==> src/rtl/cache_miss_handler_pkg.sv <==
// Shared definitions for the cache miss handler: state encoding, the
// word-alignment mask and the memory timeout counter width.
package cache_miss_handler_pkg;

    // Control state encoding (3 bits, 6 states), kept as plain constants
    // so older tooling and waveform filters keep working.
    typedef logic [2:0] state_t;

    localparam state_t ST_IDLE   = 3'd0;
    localparam state_t ST_LOOKUP = 3'd1;
    localparam state_t ST_RD_MEM = 3'd2;
    localparam state_t ST_FILL   = 3'd3;
    localparam state_t ST_WR_MEM = 3'd4;
    localparam state_t ST_DONE   = 3'd5;

    // Clears the byte offset of a word address; sliced to the address width
    // at the point of use.
    localparam logic [63:0] WORD_ALIGN_MASK = ~64'h3;

    // Width of the memory wait counter; bounds MEM_TIMEOUT to 65535.
    localparam int TMO_CNT_W = 16;

endpackage

==> src/rtl/cache_perf_counter.sv <==
// Saturating 32-bit event counter used by the optional performance
// statistics of the cache miss handler.
module cache_perf_counter (
    input  logic        clk,
    input  logic        reset,
    input  logic        inc,
    output logic [31:0] count
);

    // Count events, holding at all-ones instead of wrapping.
    always_ff @(posedge clk or negedge reset) begin
        if (!reset) begin
            count <= '0;
        end else if (inc && (count != 32'hFFFF_FFFF)) begin
            count <= count + 32'd1;
        end
    end

endmodule

==> src/rtl/cache_miss_handler.sv <==
// Cache miss handler: sequences CPU data accesses through a direct-mapped
// cache (lookup, miss fetch, refill) and write-through to memory, stalling
// the CPU until each access completes and flagging memory timeouts.
// Optional macro CACHE_PERF_COUNTERS_EN adds hit/miss/timeout counters.
module cache_miss_handler
    import cache_miss_handler_pkg::*;
#(
    parameter int ADDR_WIDTH  = 32,
    parameter int DATA_WIDTH  = 32,
    parameter int MEM_TIMEOUT = 255
) (
    input  logic                  clk,
    input  logic                  reset,
    input  logic                  cpu_read,
    input  logic                  cpu_write,
    input  logic [ADDR_WIDTH-1:0] cpu_addr,
    input  logic [DATA_WIDTH-1:0] cpu_wdata,
    output logic [DATA_WIDTH-1:0] cpu_rdata,
    output logic                  cpu_stall,
    output logic                  cpu_err,
    input  logic                  cache_hit,
    input  logic                  cache_miss,
    input  logic [DATA_WIDTH-1:0] cache_rdata,
    output logic                  fill_en,
    output logic [ADDR_WIDTH-1:0] fill_addr,
    output logic [DATA_WIDTH-1:0] fill_data,
    output logic                  mem_req,
    output logic                  mem_we,
    output logic [ADDR_WIDTH-1:0] mem_addr,
    output logic [DATA_WIDTH-1:0] mem_wdata,
    input  logic                  mem_ready,
    input  logic [DATA_WIDTH-1:0] mem_rdata
`ifdef CACHE_PERF_COUNTERS_EN
    ,
    output logic [31:0]           hit_count,
    output logic [31:0]           miss_count,
    output logic [31:0]           timeout_count
`endif
);

    // Last counter value before a wait is abandoned.
    localparam logic [TMO_CNT_W-1:0] TMO_LAST = TMO_CNT_W'(MEM_TIMEOUT - 1);

    state_t                 state_q;
    state_t                 state_d;
    logic [ADDR_WIDTH-1:0]  addr_q;
    logic [ADDR_WIDTH-1:0]  addr_aligned;
    // Holds the CPU write data for a write, or the fetched word for a miss.
    logic [DATA_WIDTH-1:0]  data_q;
    logic [DATA_WIDTH-1:0]  rdata_q;
    logic                   err_q;
    logic [TMO_CNT_W-1:0]   tmo_cnt_q;
    logic                   mem_busy;
    logic                   timeout;

    assign addr_aligned = addr_q & WORD_ALIGN_MASK[ADDR_WIDTH-1:0];
    assign mem_busy     = (state_q == ST_RD_MEM) || (state_q == ST_WR_MEM);
    // A ready in the limit cycle completes the access rather than timing out.
    assign timeout      = mem_busy && !mem_ready && (tmo_cnt_q == TMO_LAST);

    // Next-state selection for the access sequencer.
    always_comb begin
        state_d = state_q;
        case (state_q)
            ST_IDLE: begin
                if (cpu_write) begin
                    state_d = ST_WR_MEM;
                end else if (cpu_read) begin
                    state_d = ST_LOOKUP;
                end
            end
            ST_LOOKUP: begin
                if (cache_hit) begin
                    state_d = ST_DONE;
                end else if (cache_miss) begin
                    state_d = ST_RD_MEM;
                end
            end
            ST_RD_MEM: begin
                if (mem_ready) begin
                    state_d = ST_FILL;
                end else if (timeout) begin
                    state_d = ST_DONE;
                end
            end
            ST_FILL:   state_d = ST_DONE;
            ST_WR_MEM: begin
                if (mem_ready || timeout) begin
                    state_d = ST_DONE;
                end
            end
            ST_DONE:   state_d = ST_IDLE;
            default:   state_d = ST_IDLE;
        endcase
    end

    // State register plus address/data latches, read result and error flag.
    always_ff @(posedge clk or negedge reset) begin
        if (!reset) begin
            state_q <= ST_IDLE;
            addr_q  <= '0;
            data_q  <= '0;
            rdata_q <= '0;
            err_q   <= 1'b0;
        end else begin
            state_q <= state_d;
            case (state_q)
                ST_IDLE: begin
                    if (cpu_write) begin
                        addr_q <= cpu_addr;
                        data_q <= cpu_wdata;
                    end else if (cpu_read) begin
                        addr_q <= cpu_addr;
                    end
                end
                ST_LOOKUP: begin
                    if (cache_hit) begin
                        rdata_q <= cache_rdata;
                    end
                end
                ST_RD_MEM: begin
                    if (mem_ready) begin
                        data_q <= mem_rdata;
                    end else if (timeout) begin
                        rdata_q <= '0;
                        err_q   <= 1'b1;
                    end
                end
                ST_FILL: rdata_q <= data_q;
                ST_WR_MEM: begin
                    if (timeout) begin
                        err_q <= 1'b1;
                    end
                end
                ST_DONE: err_q <= 1'b0;
                default: ;
            endcase
        end
    end

    // Memory wait counter: idles at zero, counts non-ready cycles while a
    // memory request is outstanding.
    always_ff @(posedge clk or negedge reset) begin
        if (!reset) begin
            tmo_cnt_q <= '0;
        end else if (!mem_busy) begin
            tmo_cnt_q <= '0;
        end else if (!mem_ready) begin
            tmo_cnt_q <= tmo_cnt_q + TMO_CNT_W'(1);
        end
    end

    assign cpu_rdata = rdata_q;
    assign cpu_stall = (state_q == ST_IDLE) ? (cpu_read || cpu_write)
                                            : (state_q != ST_DONE);
    assign cpu_err   = (state_q == ST_DONE) && err_q;

    assign fill_en   = (state_q == ST_FILL);
    assign fill_addr = addr_aligned;
    assign fill_data = data_q;

    assign mem_req   = mem_busy;
    assign mem_we    = (state_q == ST_WR_MEM);
    assign mem_addr  = addr_aligned;
    assign mem_wdata = data_q;

`ifdef CACHE_PERF_COUNTERS_EN
    // A lookup reporting both hit and miss is treated as a hit, matching
    // the sequencer.
    cache_perf_counter u_hit_cnt (
        .clk   (clk),
        .reset (reset),
        .inc   ((state_q == ST_LOOKUP) && cache_hit),
        .count (hit_count)
    );

    cache_perf_counter u_miss_cnt (
        .clk   (clk),
        .reset (reset),
        .inc   ((state_q == ST_LOOKUP) && cache_miss && !cache_hit),
        .count (miss_count)
    );

    cache_perf_counter u_tmo_cnt (
        .clk   (clk),
        .reset (reset),
        .inc   (timeout),
        .count (timeout_count)
    );
`endif

endmodule

==> config.mk <==
export PLATFORM = sky130hd
export DESIGN_NAME = cache_miss_handler
export DESIGN_NICKNAME = d
export VERILOG_FILES = /design/src/rtl/cache_miss_handler_pkg.sv /design/src/rtl/cache_perf_counter.sv /design/src/rtl/cache_miss_handler.sv
export SDC_FILE = /design/constraint.sdc
export NUM_CORES = 1
export LEC_CHECK = 0
export ABC_CLOCK_PERIOD_IN_PS = 1800
export BUFFER_PORTS_ARGS = -buffer_cell sky130_fd_sc_hd__buf_2
export CAP_MARGIN = 20
export CELL_PAD_IN_SITES_DETAIL_PLACEMENT = 1
export CELL_PAD_IN_SITES_GLOBAL_PLACEMENT = 1
export CORE_ASPECT_RATIO = 2
export CORE_MARGIN = 2
export CORE_UTILIZATION = 31
export CTS_CLUSTER_DIAMETER = 120
export DETAILED_ROUTE_END_ITERATION = 8
export PLACE_DENSITY_LB_ADDON = 0.1
export SLEW_MARGIN = 0
export SYNTH_ARGS = -nofsm -noshare
export SYNTH_HDL_FRONTEND = slang
export SYNTH_SLANG_ARGS = --single-unit
export TNS_END_PERCENT = 10
==> constraint.sdc <==
create_clock -name clk -period 1.8 [get_ports clk]
set_input_delay 0.09 -clock clk [delete_from_list [all_inputs] [get_ports clk]]
set_output_delay 0.09 -clock clk [all_outputs]
set_load 0.01 [all_outputs]
==> results.toml <==
[routing]
routed_wl_um = 20200
ant_nets = 0
dr.pass1.iters = 4
wl_per_cell_um = 16.8
vias = 5487
vias_per_cell = 4.57
drtIter0Drc = 111
drc = 0

[worst_setup_path]
crit_type = "register to register"
cp.arrival_ns = 2.29
cp-start-kind = "register"
crit_fanout = 9
end_kind = "register"
required_ns = 2.09

[grt]
grt_max_degree = 70
track_usage = 0.202
grt_overflow_total = 0
grt_first_pass_wirelength_um = 32300
antenna_found_initial = 0
grt_pass1_vias = 6273

[outcome]
status = "finished, violations left"
failed_checks = "setup timing"

[flow_run]
maxCapViolations = 0

[logic_synthesis]
yosysMostFrequentCell = "dfrtp_1"
synthArstFlopShare = 1.00
syn_area_um2 = 6060
syn_area_per_cell_um2 = 10.5
synth_edf_count = 0
synth_area_leaders = "dfrtp_1, buf_4, mux2_4, nand2_1, mux2_1"
synthTopCellsByCount = "dfrtp_1, nand2_1, buf_4"
synthFlopType = "dfrtp_1"
ys_seq_elements = 114
yosysWarnings = 0
yosys.area.top_type_share = 0.471
postSynthCellCount = 577
seq_area_frac_synth = 0.471
yosysTopAreaCell = "dfrtp_1"
synth.distinct_cells = 46

[sta]
rsz0062_at_grt = "yes"
finalCritPeriodShare = 1.11
min_period_ns = 2.00
setup_viol = 33
maxSlewViolCount = 0
fmax_mhz = 499
worst_pin_slew_ns = 0.536
fin_hold_ws_ns = 0.0214
slew-limit-headroom = 0.642
setup_ws_ns = -0.202
finalHoldViolations = 0
clock_skew_ns = 0.00680

[floorplanning]
die_h_um = 202
rows = 72
io_pins = 300
coreArea_um2 = 19300
die_w_um = 103
start_util = 0.314
die_area_um2 = 20800

[power_and_ir_drop]
p_per_area_nw_per_um2 = 1650
p_leak_nw = 4.54
ir_drop_mv = 0.698

[finish]
postLayoutCoreUtil = 0.478
drive_above_1_share = 0.441
final_area_um2 = 9220
syn2layout_area_growth_pct = 52.1
nets = 1064
finalNonFillerCells = 1200

[clock_network]
cts_sinks = 114
cts_tree = "done"
cts_root_buf = "clkbuf_16"
htreeDepth = 4
clk_pin_slew_ns = 0.06
clk_path_buf_depth = 2
cts_buffers = 17
clk_latency_ns = 0.41

[hold_path]
hp-class = "input port to register"

[placed_design]
routabilityCongestion = 0.784
dp.cells = 1072
place_hpwl_um = 14700
place_ws_ns = -0.246
io_buffers = 293
placed_area_um2 = 7620
worst max-delay path: stages (launching register included):
cell and delay [ns]:
dfrtp_1 0.37, inv_1 0.06, ha_1 0.14, and4b_2 0.27
nand4_4 0.13, o41ai_4 0.31, buf_4 0.29, mux2_4 0.32
layer usage:
layer,share of wire,track usage,routed length (um)
met2,0.59,0.389,11900
met1,0.33,0.197,6740
met5,0,0,0
met3,0.044,0.0448,882
met4,0.032,0.0808,652
cell usage in the layout, fill, tap and decap left out, types with 5 or more instances in the layout:
cell type,netlist,final
buf_2,8,292
dfrtp_1,114,112
nand2_1,101,101
dlygate4sd3_1,0,95
o21ai_0,35,35
o21ai_1,34,34
mux2i_1,33,33
mux2_4,30,32
buf_4,66,31
mux2_1,30,29
nor2_1,21,20
clkbuf_16,0,17
xor2_1,8,8
buf_12,0,7
nand4_1,6,6
clkinv_2,0,6
a21oi_1,6,5
repair_timing:
| action | 4_1_cts | 5_1_grt |
|---|---|---|
| resized for setup | 6 | 7 |
| pin swaps | 1 | 2 |
| hold endpoints to repair | 95 | 0 |
| hold buffers | 95 | 0 |
| endpoints found under the setup margin | 67 | 94 |
| buffers inserted | 0 | 0 |
logic make-up after synthesis:
family / synth area share
xor+xnor: 0.0173
simple gates: 0.125
mux: 0.188
flops: 0.471
fa+ha+maj: 0.00413
compound gates: 0.0819
other cells: 0.000619
buf+inv: 0.112
final timing paths:
check / slack, ns / endpoint / from / depth (start not counted)
max: -0.20 / cpu_rdata[22]$_DFFE_PN0P_ / tmo_cnt_q[0]$_DFFE_PN0P_ / 7
min: 0.02 / cpu_rdata[31]$_DFFE_PN0P_ / cache_rdata[31] / 4
max reg2reg: -0.20 / cpu_rdata[22]$_DFFE_PN0P_ / tmo_cnt_q[0]$_DFFE_PN0P_ / 7
min reg2reg: 0.50 / addr_q[15]$_DFFE_PN0P_ / addr_q[15]$_DFFE_PN0P_ / 1
max in group asynchronous: 0.87 / fill_data[5]$_DFFE_PN0P_ / reset / 3
min in group asynchronous: 0.21 / tmo_cnt_q[5]$_DFFE_PN0P_ / reset / 2
where the power goes:
group          total (mW)  internal (mW)  switching [mW]  leakage [nW]
registers            4.65           3.70           0.944          1.40
logic                7.08           3.41            3.68          2.85
clock network        3.44           2.23            1.21         0.292
total                15.2           9.34            5.83          4.54
metrics by stage:
stage / TNS (ns) / power (mW)
2_1_floorplan: -5.62 / 9.26
3_3_place_gp: -6.03 / 11.4
3_5_place_dp: -8.60 / 11.6
4_1_cts: -7.07 / 15.4
5_1_grt: -8.79 / 16.2
6_report: -6.02 / 15.2
cell type report:
class	instances	area, um2
Sequential cell	114	2860
Clock buffer	21	460
Antenna cell	1	2.50
Multi-Input combinational cell	360	2590
Inverter	5	18.8
Timing Repair Buffer	429	2830
Tap cell	259	324
Clock inverter	11	135
Fill cell	2253	10100
registers in the layout, summed over array words and instances, names as in the netlist:
signal     count
tmo_cnt_q     16
err_q          1
state_q        3
cpu_rdata     32
addr_q        30
fill_data     32
Note: power is estimated with default switching activity, not from simulation.
